==> config.mk <==
export PLATFORM = sky130hd
export DESIGN_NAME = alu_secuenciador_operandos
export DESIGN_NICKNAME = d
export VERILOG_FILES = /design/src/rtl/alu_secuenciador_operandos.sv
export SDC_FILE = /design/constraint.sdc
export NUM_CORES = 1
export LEC_CHECK = 0
export BUFFER_PORTS_ARGS = -buffer_cell sky130_fd_sc_hd__buf_2
export CORE_AREA = 5 5 71 60
export DETAILED_ROUTE_END_ITERATION = 7
export DIE_AREA = 0 0 76 65
export GPL_TIMING_DRIVEN = 0
export PLACE_DENSITY = 0.85
export SYNTH_ARGS = -nofsm -noshare
export SYNTH_HDL_FRONTEND = slang
export SYNTH_SLANG_ARGS = --single-unit
export TNS_END_PERCENT = 100
==> constraint.sdc <==
create_clock -name i_Clk -period 1.8 [get_ports i_Clk]
set_input_delay 0.45 -clock i_Clk [delete_from_list [all_inputs] [get_ports i_Clk]]
set_output_delay 0.45 -clock i_Clk [all_outputs]
set_load 0.01 [all_outputs]
==> src/rtl/alu_secuenciador_operandos.sv <==
// ----------------------------------------------------------------------------
// alu_secuenciador_operandos
//
// Purpose:
//   Wrapper stage around a combinational ALU. It collects operand A and then
//   operand B, one byte at a time, from an 8-bit bus using a valid/ready
//   handshake. It drives the ALU opcode and operands from registers and waits
//   a fixed settle time. It then captures the ALU result and flags, and offers
//   them to a consumer with a valid/accept handshake.
//
// Optional feature (macro ACUMULADOR_EN):
//   When the macro is defined, an A transfer with i_Usar_Acumulador=1 reuses
//   the last captured result as operand A. The byte on the bus becomes
//   operand B, and the stage goes straight to the settle wait. When the macro
//   is not defined, i_Usar_Acumulador is ignored.
//
// Parameters:
//   ANCHO         data byte width (8 for this ALU); o_Operandos is 2*ANCHO
//   LATENCIA_ALU  cycles between the operand B accept and the result
//                 capture; legal range 1..15
//
// Ports:
//   i_Clk, i_Reset          clock (rising edge), synchronous active-high reset
//   i_Dato, i_Codigo        operand byte and opcode (opcode taken with A)
//   i_Usar_Acumulador       with A: use the last result as A (ACUMULADOR_EN)
//   i_Valido / o_Listo      byte handshake
//   o_Control_ALU           registered opcode to the ALU
//   o_Operandos             registered {A,B} to the ALU
//   i_Resultado             ALU result
//   i_Banderas_Estado       ALU status flags
//   o_Resultado             captured result
//   o_Banderas              captured flags
//   o_Resultado_Valido      result valid
//   i_Resultado_Acepta      consumer accepts the result
// ----------------------------------------------------------------------------
module alu_secuenciador_operandos #(
  parameter int ANCHO        = 8,
  parameter int LATENCIA_ALU = 1
) (
  input  logic               i_Clk,
  input  logic               i_Reset,
  input  logic [ANCHO-1:0]   i_Dato,
  input  logic [3:0]         i_Codigo,
  input  logic               i_Usar_Acumulador,
  input  logic               i_Valido,
  output logic               o_Listo,
  output logic [3:0]         o_Control_ALU,
  output logic [2*ANCHO-1:0] o_Operandos,
  input  logic [ANCHO-1:0]   i_Resultado,
  input  logic [2:0]         i_Banderas_Estado,
  output logic [ANCHO-1:0]   o_Resultado,
  output logic [2:0]         o_Banderas,
  output logic               o_Resultado_Valido,
  input  logic               i_Resultado_Acepta
);

  typedef enum logic [1:0] {
    ESPERA_A = 2'd0,
    ESPERA_B = 2'd1,
    CALCULA  = 2'd2,
    ENTREGA  = 2'd3
  } estado_t;

  localparam logic [3:0] CUENTA_INICIAL = 4'(LATENCIA_ALU - 1);

  estado_t                estado_q,     estado_d;
  logic                   listo_q,      listo_d;
  logic [3:0]             control_q,    control_d;
  logic [2*ANCHO-1:0]     operandos_q,  operandos_d;
  logic [ANCHO-1:0]       resultado_q,  resultado_d;
  logic [2:0]             banderas_q,   banderas_d;
  logic                   valido_q,     valido_d;
  logic [3:0]             contador_q,   contador_d;
  logic                   transfer_s;

`ifndef ACUMULADOR_EN
  // The accumulator select only matters when the feature is built in.
  logic unused_usar_acumulador_s;
  assign unused_usar_acumulador_s = i_Usar_Acumulador;
`endif

  // A byte is taken only while the stage advertises ready.
  assign transfer_s = i_Valido & listo_q;

  // Next-state and datapath update logic.
  always_comb begin
    estado_d    = estado_q;
    control_d   = control_q;
    operandos_d = operandos_q;
    resultado_d = resultado_q;
    banderas_d  = banderas_q;
    valido_d    = valido_q;
    contador_d  = contador_q;
    case (estado_q)
      ESPERA_A: begin
        if (transfer_s) begin
          control_d = i_Codigo;
`ifdef ACUMULADOR_EN
          if (i_Usar_Acumulador) begin
            // The last captured result becomes A and the bus byte becomes B.
            operandos_d = {resultado_q, i_Dato};
            contador_d  = CUENTA_INICIAL;
            estado_d    = CALCULA;
          end else begin
            operandos_d[2*ANCHO-1:ANCHO] = i_Dato;
            estado_d                     = ESPERA_B;
          end
`else
          operandos_d[2*ANCHO-1:ANCHO] = i_Dato;
          estado_d                     = ESPERA_B;
`endif
        end else begin
          estado_d = ESPERA_A;
        end
      end
      ESPERA_B: begin
        if (transfer_s) begin
          operandos_d[ANCHO-1:0] = i_Dato;
          contador_d             = CUENTA_INICIAL;
          estado_d               = CALCULA;
        end else begin
          estado_d = ESPERA_B;
        end
      end
      CALCULA: begin
        // The operands stay frozen here, so the ALU output is stable at capture.
        if (contador_q == 4'd0) begin
          resultado_d = i_Resultado;
          banderas_d  = i_Banderas_Estado;
          valido_d    = 1'b1;
          estado_d    = ENTREGA;
        end else begin
          contador_d = contador_q - 4'd1;
        end
      end
      ENTREGA: begin
        if (i_Resultado_Acepta) begin
          valido_d = 1'b0;
          estado_d = ESPERA_A;
        end else begin
          valido_d = 1'b1;
        end
      end
      default: begin
        estado_d = ESPERA_A;
        valido_d = 1'b0;
      end
    endcase
    // Ready is registered from the next state. It rises in the same cycle
    // that valid falls.
    listo_d = (estado_d == ESPERA_A) || (estado_d == ESPERA_B);
  end

  // State and datapath registers, with synchronous reset.
  always_ff @(posedge i_Clk) begin
    if (i_Reset) begin
      estado_q    <= ESPERA_A;
      listo_q     <= 1'b1;
      control_q   <= 4'd0;
      operandos_q <= '0;
      resultado_q <= '0;
      banderas_q  <= 3'd0;
      valido_q    <= 1'b0;
      contador_q  <= 4'd0;
    end else begin
      estado_q    <= estado_d;
      listo_q     <= listo_d;
      control_q   <= control_d;
      operandos_q <= operandos_d;
      resultado_q <= resultado_d;
      banderas_q  <= banderas_d;
      valido_q    <= valido_d;
      contador_q  <= contador_d;
    end
  end

  assign o_Listo            = listo_q;
  assign o_Control_ALU      = control_q;
  assign o_Operandos        = operandos_q;
  assign o_Resultado        = resultado_q;
  assign o_Banderas         = banderas_q;
  assign o_Resultado_Valido = valido_q;

endmodule

# Yosys cells after proc, flatten, opt, wreduce, memory -nomap -nowiden
# Cells that the tools add are included.
# word_totals
elab_cells,40
reg_bits,39
# classes
eq_ne,7
n_reduce_logical,11
mux,11
addsub,1
n_bitwise,1
# ops
operator,count
$mux W4,2
$pmux W2 S4,1
$pmux W4 S2,1
$reduce_and A2 Y1,4
$mux W2,3
$ne A2 B2 Y1 const B,3
$eq A2 B1 Y1 const B,2
$eq A2 B2 Y1 const B,2
$logic_not A2 Y1,2
$logic_not A4 Y1,1
$reduce_bool A2 Y1,2
$sub A4 B1 Y4 const B,1
$mux W1,3
$reduce_and A3 Y1,1
$pmux W1 S2,1
$and A1 B1 Y1,1
$logic_or A1 B1 Y1,1

# Depth between registers and ports, before layout
# depth
word_depth,5
depth_mapped,7
depth_no_buf,5

# Worst setup path after synthesis
# Ideal clock, no wire load.
# synth_timing
kind,flip-flop to flip-flop
startpoint,register contador_q[0]
endpoint,register banderas_q[2] (netlist: o_Banderas[2])
path_buffers,2
period_less_slack_ns,1.462
path_stages_with_launch,8
arrival_time_ns,1.391
setup_slack_ns,0.338
setup_ns,0.072
path_cell_list,dfxtp_1 > inv_1 > ha_1 > nor3b_2 > and2b_1 > buf_2 > buf_6 > mux2i_1
# synth_via
elab_chain_len,2
# synth_rtl
element,line,text
from (decl),73,"logic [3:0] contador_q, contador_d;"
from (signal assigned),173,contador_q <= contador_d;
$logic_not A4 Y1,127,if (contador_q == 4'd0) begin
$reduce_and A2 Y1 (no line),-,
to (signal assigned),171,banderas_q <= banderas_d;
to (decl),71,"logic [2:0] banderas_q, banderas_d;"
# Every way passes these cells.
# A chain may end at the register's enable or synchronous reset.

# Worst setup path after layout
# layout_timing
startpoint,register contador_q[0]
endpoint,register contador_q[2]
# layout_via
elab_chain_len,3
elab_cells_between_ends,6
cone_classes,add/sub (1); eq/ne (1); mux (2); reduce/logical (2)
# layout_rtl
element,line
$sub A4 B1 Y4 / $logic_not A4 Y1 (equally long branches),"133, 127"
$mux W4 / $ne A2 B2 Y1 (equally long branches),-
$pmux W4 S2 / $reduce_and A3 Y1 (equally long branches),-
# Parallel ways exist; a longest one is shown, timed or not. The select of a mux whose other input is x is not followed.

==> flow_summary.ini <==
[outcome]
status = finished clean

[layout]
final_cells = 294
final_cell_mix = 64 x nand2_1, 61 x buf_2, 39 x dfxtp_1
drive_gt1_frac = 0.312
final_common_cell = nand2_1
nFillCells = 323
diodes = 0
syn2layout_area_growth_pct = 31.3
nets = 279

[detailed_routing]
drtIter0Drc = 68
ant_nets = 0
drc = 0
wl_um = 3640
vias_per_cell = 4.81
wl_per_cell_um = 12.4
first_pass_iters = 4
vias = 1415

[global_routing]
antenna_found_initial = 0
grt_overflow = 0
grt_util_met1 = 0.188
grtUsageTotal = 0.154
grt_pass1_wl_um = 6260
met2_usage = 0.255
use_met3 = 0.0500
grt-busiest-layer = met2
grt_pass1_vias = 1408
grt_start_max_net_pins = 14

[critical_path]
reg2reg_from = contador_q[0]
critPathLaunchType = flop
crit_fanout = 5
r2r_cells = 6
crit_end = contador_q[2]
arrival_ns = 1.83
cp.required_ns = 2.01
worstSetupEndpointType = flop
setup.worst_path.start = contador_q[0]
crit_type = reg -> reg
reg2reg_slack_ns = 0.18
reg2reg_to = contador_q[2]

[power]
peakVddDrop_uv = 645
seq_power_share = 0.446
netSwitchingPower_mw = 0.514
p_comb_frac = 0.154
intPower_mw = 1.61
p_total_mw = 2.13
power.leakage_nw = 0.925
p_sw_frac = 0.241
p_clk_frac = 0.401
p_per_area_nw_per_um2 = 1020

[sta]
setup_ws_ns = 0.182
slew_violations = 0
fin_hold_ws_ns = 0.397
finalClockSkew_ns = 0.00927
finalHoldViolCount = 0
fmax_ghz = 0.618
period_share = 0.899
rsz0062_at_grt = no
worst_pin_slew_ns = 0.474
setup_viol = 0
setup_tns_ns = 0
relSlewSlack = 0.684
period_needed_ns = 1.62

[synthesis]
ys_seq_area_frac = 0.494
synth_warnings = 0
syn_nets = 213
synth.top_cell.area_share = 0.494
ys_ff_latch = 39
ys_types = 35
synth_edf_count = 0
syn_area_um2 = 1580
synth.top_cells.by_area = dfxtp_1 49%, nand2_1 15%, mux2i_1 7.6%
ys_async_sr_fraction = 0
synthCells = 183
syn-mean-instance-area_um2 = 8.64
synth_top_flop_cell = dfxtp_1
synth_largest_area_cell = dfxtp_1

[min_path]
min_path_type = in -> reg
hold_depth = 3

[clock_network]
worstSkewPairLatency_ns = 0.28
cts_hold_buf = 0
numCtsBuffers = 5
h-tree-depth = 2
cts_root_buf = clkbuf_8
clock_sinks = 39
path_clk_slew_ns = 0.08
cts_tree = built
cts_buffer_depth = 2

[placement]
gp_congestion = 0.758
pre_cts_ws_ns = 0.0532
port_buffers = 58
dp.cells = 285
dp_hpwl_um = 2750

[floorplan]
die_area_um2 = 4940
start_util = 0.442
io_pins = 61
die_w_um = 76
rows = 20
die_h_um = 65
core_um2 = 3580

[job]
drv_cap = 0
==> through the flow <==
| stage | cell area (um2) | utilization |
|---|---|---|
| floorplan | 1580 | - |
| global placement | 1930 | 0.538 |
| detailed placement | 1930 | 0.538 |
| CTS | 2060 | 0.577 |
| global route | 2080 | 0.580 |
| finish | 2080 | 0.580 |
==> worst min-delay path by stage <==
stage                                  end            start
after floorplan              contador_q[3]    contador_q[3]
after global placement     o_Operandos[13]  o_Operandos[13]
after detailed placement   o_Operandos[15]  o_Operandos[15]
after CTS                 o_Control_ALU[1]      i_Codigo[1]
after global routing      o_Control_ALU[2]      i_Codigo[2]
final                     o_Control_ALU[1]      i_Codigo[1]
==> state kept, by name (all words and copies together), names as in the netlist <==
signal	count
contador_q	4
estado_q	2
o_Banderas	3
o_Control_ALU	4
o_Listo	1
o_Operandos	16
o_Resultado	8
o_Resultado_Valido	1
==> cell type report <==
type,count,area [um2],share of cell area
clock buffer,5,68.8,0.0331
multi-input combinational,127,721,0.347
buffer,13,71.3,0.0343
clock inverter,3,67.6,0.0325
tap,44,55.1,0.0265
inverter,4,15.0,0.00723
timing repair buffer,59,298,0.143
sequential,39,781,0.376
==> power by group through the flow <==
stage | clock network, mW | registers (mW) | logic (mW)
finish | 0.853 | 0.948 | 0.327
global route | 0.918 | 0.956 | 0.366
CTS | 0.872 | 0.949 | 0.331
detailed placement | 0 | 0.968 | 0.329
global placement | 0 | 0.965 | 0.322
floorplan | 0 | 0.992 | 0.181
==> metal layers <==
metal	part of all wire	vias to the layer above	wire, um
met5	0	-	0
met4	0.011	0	39
met3	0.061	4	223
met2	0.46	45	1660
met1	0.47	627	1710
li1	-	739	-
==> worst max-delay path, cell delays in order (launching register included) <==
cell,delay [ns]
dfxtp_1,0.34
inv_1,0.08
ha_1,0.21
nor3b_4,0.15
buf_4,0.15
or4_4,0.41
a211oi_2,0.20
==> logic make-up (layout without fill, tap and decap cells) <==
logic type / after synthesis / after routing / share of synthesized area
buf+inv: 17 / 84 / 0.0546
fa+ha+maj: 2 / 2 / 0.0158
compound gates: 33 / 33 / 0.123
mux: 12 / 12 / 0.0760
flops: 39 / 39 / 0.494
simple gates: 80 / 80 / 0.237
==> synthesized netlist by cell type (2+ instances only) <==
cell type,n
buf_2,3
dfxtp_1,39
nor2_1,2
clkbuf_1,6
ha_1,2
inv_1,4
nand2_1,64
buf_6,2
mux2i_1,12
o21ai_0,2
a21oi_1,23
==> what timing repair did <==
item,CTS,global route
setup endpoints to repair,0,9
buffers inserted,0,1
resized for setup,0,1
No activity file was read; power rests on OpenSTA's default activity.
